[src/rtl/fifo_rd_stream.sv]
// fifo_rd_stream: read-side drain stage behind the async FIFO (rclk domain).
// Issues FIFO reads and absorbs the one-cycle read latency in a 2-entry
// in-order buffer. Presents the words as a valid/ready stream that is framed
// into PKT_LEN-beat packets, and counts the completed packets.
module fifo_rd_stream #(
  parameter  int D_WIDTH = 8,
  parameter  int PKT_LEN = 4,
  parameter  int CNT_W   = 16,
  localparam int BEAT_W  = (PKT_LEN > 1) ? $clog2(PKT_LEN) : 1
) (
  input  logic               rclk,
  input  logic               reset,
  input  logic [D_WIDTH-1:0] fifo_rd_data,
  input  logic               fifo_empty,
  output logic               fifo_r_en,
  output logic [D_WIDTH-1:0] m_data,
  output logic               m_valid,
  input  logic               m_ready,
  output logic               m_last,
  output logic [BEAT_W-1:0]  beat_cnt,
  output logic [CNT_W-1:0]   pkt_cnt
);

  localparam logic [BEAT_W-1:0] LAST_BEAT = BEAT_W'(PKT_LEN - 1);

  // buffer occupancy (0..2) and the read issued last cycle whose data is due now
  logic [1:0]         occ_q, occ_d;
  logic               inflight_q, inflight_d;
  logic [D_WIDTH-1:0] head_q, head_d;
  logic [D_WIDTH-1:0] tail_q, tail_d;
  logic [BEAT_W-1:0]  beat_q, beat_d;
  logic [CNT_W-1:0]   pkt_q, pkt_d;

  logic       pop;
  logic       wr;
  logic [2:0] fill;

  // Handshake and read issue. A pop in this cycle frees a slot, so a new
  // read may be issued even while the buffer plus in-flight word total two.
  always_comb begin
    pop       = (occ_q != 2'd0) & m_ready;
    wr        = inflight_q;
    fill      = {1'b0, occ_q} + {2'b00, inflight_q};
    fifo_r_en = ~reset & ~fifo_empty & ((fill < 3'd2) | pop);
  end

  // Buffer update: the head always holds the oldest word; writes land in the
  // first free slot after the head, accounting for a same-cycle pop.
  always_comb begin
    head_d     = head_q;
    tail_d     = tail_q;
    occ_d      = occ_q;
    inflight_d = fifo_r_en;
    case ({pop, wr})
      2'b01: begin
        if (occ_q == 2'd0) begin
          head_d = fifo_rd_data;
        end else begin
          tail_d = fifo_rd_data;
        end
        occ_d = occ_q + 2'd1;
      end
      2'b10: begin
        if (occ_q == 2'd2) begin
          head_d = tail_q;
        end
        occ_d = occ_q - 2'd1;
      end
      2'b11: begin
        if (occ_q == 2'd1) begin
          head_d = fifo_rd_data;
        end else begin
          head_d = tail_q;
          tail_d = fifo_rd_data;
        end
      end
      default: begin
        occ_d = occ_q;
      end
    endcase
  end

  // Packet framing: beat index advances on every delivered word and wraps on
  // the final beat, at which point the completed-packet counter steps.
  always_comb begin
    beat_d = beat_q;
    pkt_d  = pkt_q;
    if (pop) begin
      if (beat_q == LAST_BEAT) begin
        beat_d = '0;
        pkt_d  = pkt_q + CNT_W'(1);
      end else begin
        beat_d = beat_q + BEAT_W'(1);
      end
    end
  end

  // State registers; reset also drops any in-flight word since the FIFO is
  // reset on the same edge.
  always_ff @(posedge rclk) begin
    if (reset) begin
      occ_q      <= 2'd0;
      inflight_q <= 1'b0;
      head_q     <= '0;
      tail_q     <= '0;
      beat_q     <= '0;
      pkt_q      <= '0;
    end else begin
      occ_q      <= occ_d;
      inflight_q <= inflight_d;
      head_q     <= head_d;
      tail_q     <= tail_d;
      beat_q     <= beat_d;
      pkt_q      <= pkt_d;
    end
  end

  // Stream outputs are taken straight from the buffer head and framing state.
  always_comb begin
    m_valid  = (occ_q != 2'd0);
    m_data   = head_q;
    m_last   = m_valid & (beat_q == LAST_BEAT);
    beat_cnt = beat_q;
    pkt_cnt  = pkt_q;
  end

endmodule

[config.mk]
export PLATFORM = sky130hd
export DESIGN_NAME = fifo_rd_stream
export DESIGN_NICKNAME = d
export VERILOG_FILES = /design/src/rtl/fifo_rd_stream.sv
export SDC_FILE = /design/constraint.sdc
export NUM_CORES = 1
export LEC_CHECK = 0
export ABC_AREA = 1
export ABC_CLOCK_PERIOD_IN_PS = 1900
export CAP_MARGIN = 20
export CORE_MARGIN = 2
export CORE_UTILIZATION = 40
export DETAILED_ROUTE_END_ITERATION = 16
export PLACE_DENSITY = 0.65
export SETUP_SLACK_MARGIN = 0.15
export SLEW_MARGIN = 10
export SYNTH_ARGS = -nofsm -noshare
export SYNTH_HDL_FRONTEND = slang
export SYNTH_SLANG_ARGS = --single-unit
[constraint.sdc]
create_clock -name rclk -period 1.9 [get_ports rclk]
set_clock_uncertainty 0.2 [all_clocks]
set_input_delay 0.285 -clock rclk [delete_from_list [all_inputs] [get_ports rclk]]
set_output_delay 0.285 -clock rclk [all_outputs]
set_load 0.03 [all_outputs]
-- Word-level counts from Yosys, hierarchy flattened
Index checks and enable logic that the tools add are counted.
- latch bits: 0
- register bits: 37
- memory bits (writable): 0
- input bits: 12
- logic and storage cells: 46
- bits in read-only memories: 0
- memories kept: 0
- muxes and demuxes: 9
- multiply operators: 0
- divide/modulo/power cells: 0
- bitwise operators: 7
- eq/ne operators: 10
- order comparisons: 1
- shifts and indexed selects: 0
- reduce and logical (&&, ||, !) cells: 8
- add/subtract/negate cells: 5
- operators by type and width (cell ; count):
    $mux W8 ; 5
    $pmux W8 S3 ; 1
    $add A16 B1 Y16 const B ; 1
    $pmux W8 S2 ; 1
    $eq A2 B2 Y1 const B ; 4
    $ne A2 B2 Y1 const B ; 4
    $reduce_and A3 Y1 ; 2
    $reduce_bool A2 Y1 ; 3
    $add A2 B1 Y2 const B ; 2
    $and A1 B1 Y1 ; 4
    $eq A2 B1 Y1 const B ; 2
    $pmux W2 S2 ; 1
    $add A2 B1 Y3 ; 1
    $lt A3 B2 Y1 const B ; 1
    $reduce_bool A3 Y1 ; 1
    $logic_not A2 Y1 ; 1
    $mux W2 ; 1
    $not A1 Y1 ; 2
    $reduce_and A2 Y1 ; 1
    $sub A2 B1 Y2 const B ; 1
    $or A1 B1 Y1 ; 1

-- Depth between registers and ports, before layout
- depth in word-level cells: 5
- mapped depth: 10
- depth with buffers taken out: 10

-- Worst setup path after synthesis
OpenSTA, ideal clock, no wires.
- path kind: register to output
- from: register occ_q[0]
- to: output fifo_r_en
- arrival: 1407 ps
- buffers on the path: 1
- required time: 1415 ps
- stages on the path, launching flop included: 6
- path slack: 8 ps
- path through: dfxtp_1 inv_1 ha_1 nor2_8 buf_4 o21a_1
- cells in the longest elaborated chain, start to end: 4
- elaborated cells on any way between the ends: 6
- classes of those cells: add/sub (1); order compare (1); bitwise (3); reduce/logical (1)
- ends and longest elaborated chain (what ; line ; text):
    start: declaration ; 27 ; logic [1:0] occ_q, occ_d;
    start signal: assignment ; 102 ; occ_q <= 2'd0;
    start signal: assignment ; 109 ; occ_q <= occ_d;
    $add A2 B1 Y3 or $reduce_bool A2 Y1 (tied branches) ; 43, 41 ;
    $lt A3 B2 Y1 or $and A1 B1 Y1 (tied branches) ; 44, 41 ;
    $or A1 B1 Y1 * ; 44 ; fifo_r_en = ~reset & ~fifo_empty & ((fill < 3'd2) | pop);
    $and A1 B1 Y1 * ; 44 ;
    end: declaration ; 15 ; output logic fifo_r_en,
Mark *: on every way between the ends. The rest lies on a longest branch, timed or not.

-- Worst setup path after layout
- from: register occ_q[1]
- to: output m_valid
- cells in the longest elaborated chain, start to end: 1
- ends and longest elaborated chain (what ; line ; text):
    $reduce_bool A2 Y1 ; 120 ; m_valid = (occ_q != 2'd0);
    end: declaration ; 17 ; output logic m_valid,
No other way between the ends.

==> impl_metrics.csv <==
group,metric,value,unit
clocking,cts_buffer_depth,2,
grt,overflow,0,
layout,diodes,0,
power_and_ir_drop,pwr-share-comb,0.318,
clocking,h-tree-depth,2,
sta,min_period_over_period,0.911,
power_and_ir_drop,p_leak,1.32,nW
yosys,netlist_area,0.00202,mm^2
yosys,synth_top_family_by_area,"simple AND/OR/NAND/NOR gates",
drt,ant_nets,0,
layout,final_core_util,0.584,
power_and_ir_drop,p_int,0.00158,W
sta,min_period,1.73,ns
drt,post_drt_wl_per_cell,11.4,um
power_and_ir_drop,power_frac_clock,0.304,
drt,dr.pass1.iters,4,
power_and_ir_drop,p_per_area,843,mW/mm^2
drt,totalWireLength,4690,um
floorplan,dieArea,0.00563,mm^2
sta,setup_viol,0,
critical_path,end_kind,"output pin",
clocking,path_clk_slew,0.07,ns
layout,area_growth,38.6,%
layout,multi_input_area,0.00118,mm^2
critical_path,start_kind,"flop",
clocking,cts_made_buffers,5,
grt,grt_pass1_wl,7890,um
sta,hold_viol_final,0,
grt,grt_max_degree,17,
yosys,synth-xor-area-share,0.00434,
yosys,syn_nets,303,
placement,numPlacedInstances,393,
layout,nets,363,
yosys,synth-compound-area-share,0.129,
drt,vias,1953,
clocking,insertion_delay,0.29,ns
floorplan,rows,25,
drt,drt-initial-drc-count,96,
clocking,cts_tree,"built",
grt,grt_use_total,0.181,
sta,drv_slew,0,
placement,post_dp_cell_area,0.00254,mm^2
sta,tightest_slew,0.310,ns
hold_path,hp-start,"m_data[5]",
placement,gp_congestion,0.843,
yosys,synth-simple-area-share,0.364,
sta,rsz0062_at_grt,"yes",
critical_path,critPathMaxStageDelay,0.38,ns
critical_path,cp_cell_sequence,"inv_4 -> ha_4 -> inv_1 -> buf_4",
yosys,synthArstFlopShare,0,
floorplan,fp.dieH,75.0,um
critical_path,cpMaxStageDelayCell,"dfxtp_4",
clocking,clockRootBuffer,"clkbuf_8",
yosys,synth_area_leaders,"dfxtp_1 37%, nand2_1 12%, nand3_1 7.9%",
layout,final-seq-area,751,um^2
sta,max_freq,578,MHz
drt,via_per_inst,4.74,
floorplan,coreArea,0.00479,mm^2
yosys,postSynthAreaPerCell,7.11,um^2
grt,grt_pass1_vias,1769,
critical_path,worstPathMaxFanout,4,
yosys,synth_cells,284,
layout,design_area,0.00280,mm^2
clocking,cts.sinks,37,
yosys,synth_ff_type,"dfxtp_1",
floorplan,die_width,75.0,um
yosys,synthAdderAreaFrac,0.0434,
yosys,synth.top_cell.area_share,0.367,
power_and_ir_drop,ir_worst_vdd,0.000640,V
power_and_ir_drop,seq_power_share,0.378,
yosys,ys_seq_area_frac,0.367,
critical_path,crit_type,"flop to output pin",
placement,hpwl,3270,um
critical_path,startpoint,"occ_q[1]",
sta,relSlewSlack,0.794,
layout,layout_common_cells,"63 x nand2_1, 35 x nor2_1, 33 x dfxtp_1",
grt,grt_antenna_before_repair,0,
placement,port_buffers,40,
yosys,ys_ff_latch,37,
critical_path,r2r_start,"occ_q[1]",
run,max-cap-violations,0,
floorplan,pin_count,41,
power_and_ir_drop,switchingPower,0.000779,W
yosys,synth_edf_count,0,
yosys,synth_top_area_cell,"dfxtp_1",
yosys,synthMuxAreaShare,0,
floorplan,initial_core_util,0.422,
layout,final_common_cell,"nand2_1",
power_and_ir_drop,switching_share,0.330,
outcome,outcome,"finished clean",
yosys,synth_cell_types,29,
layout,instances_no_fill,412,
layout,drive_above_1_share,0.191,
yosys,yosysWarnings,0,
critical_path,worst_ep_required_time,1.41,ns
drt,drc,0,
hold_path,min_path_type,"flop to flop",
layout,fill_cells,464,
critical_path,crit_arrival,1.25,ns
-- cell families after synthesis --
| family | count (synthesis) |
|---|---|
| adders and majority gates | 7 |
| buffers and inverters | 45 |
| xor gates and xnor gates | 1 |
| DFF | 37 |
| AOI/OAI and AO/OA | 41 |
| and+or+nand+nor | 153 |
-- cell usage after synthesis (2+ instances only) --
library cell  instances
a21oi_1              21
a21oi_2               5
buf_4                 2
clkbuf_1              3
dfxtp_1              37
ha_1                  7
inv_1                35
inv_2                 2
nand2_1              64
nand2_4               6
nand3_1              32
nand3_4               2
nand4_1               6
nor2_1               37
o21a_1                3
o21ai_0               7
o21bai_1              3
-- flip-flops by register name, summed over array words and instances, names as in the netlist --
| register | count |
|---|---|
| tail_q | 8 |
| occ_q | 2 |
| m_data | 8 |
| inflight_q | 1 |
| pkt_cnt | 16 |
| beat_cnt | 2 |
-- area by class of cell --
class                           count  share of cell area
Multi-Input combinational cell    203               0.421
Sequential cell                    37               0.268
Clock inverter                      1              0.0107
Inverter                           38              0.0528
Tap cell                           67              0.0300
Clock buffer                        7              0.0309
Timing Repair Buffer               59               0.187
-- layer usage --
layer / share of wire / GRT usage / vias to the layer above
met1: 0.46 / 0.235 / 871
met3: 0.044 / 0.0442 / 5
met5: 0 / 0 / -
li1: - / - / 1034
met4: 0.0092 / 0.0476 / 0
met2: 0.49 / 0.301 / 43
-- metrics by stage --
step | total power (W) | hold slack [ns] | worst slack [ns] | setup TNS [ns]
finish | 0.00236 | 0.265 | 0.170 | 0
global route | 0.00249 | 0.290 | 0.115 | 0
CTS | 0.00233 | 0.266 | 0.0709 | 0
detailed placement | 0.00155 | 0.260 | -0.0486 | -0.355
global placement | 0.00154 | 0.256 | -0.0215 | -0.0467
floorplan | 0.00136 | 0.244 | 0.154 | 0
-- repair_timing --
action,in CTS,in global routing
gates resized for setup,34,15
hold buffers,0,0
buffers inserted,7,3
gates cloned,0,1
pin swaps,3,6
setup endpoints to repair,53,29
-- power groups by stage --
stage	sequential [W]	combinational (W)	clock, W
6_report	0.000891	0.000751	0.000716
5_1_grt	0.000900	0.000828	0.000763
4_1_cts	0.000882	0.000715	0.000728
3_5_place_dp	0.000898	0.000650	0
3_3_place_gp	0.000897	0.000645	0
2_1_floorplan	0.000947	0.000410	0
-- path summary, 6_finish.rpt --
kind                     to  slack [ns]  depth (start not counted)
setup reg to reg   occ_q[0]        0.20                          9
setup / recovery    m_valid        0.17                          4
hold reg to reg   m_data[5]        0.27                          2
hold / removal    m_data[5]        0.27                          2
-- critical path, delay by kind of cell, from the launching register on --
family	cells	cell delay [ns]
fa+ha+maj	1	0.17
buf+inv	3	0.41
flops	1	0.38
No activity file was read; power rests on OpenSTA's default activity.
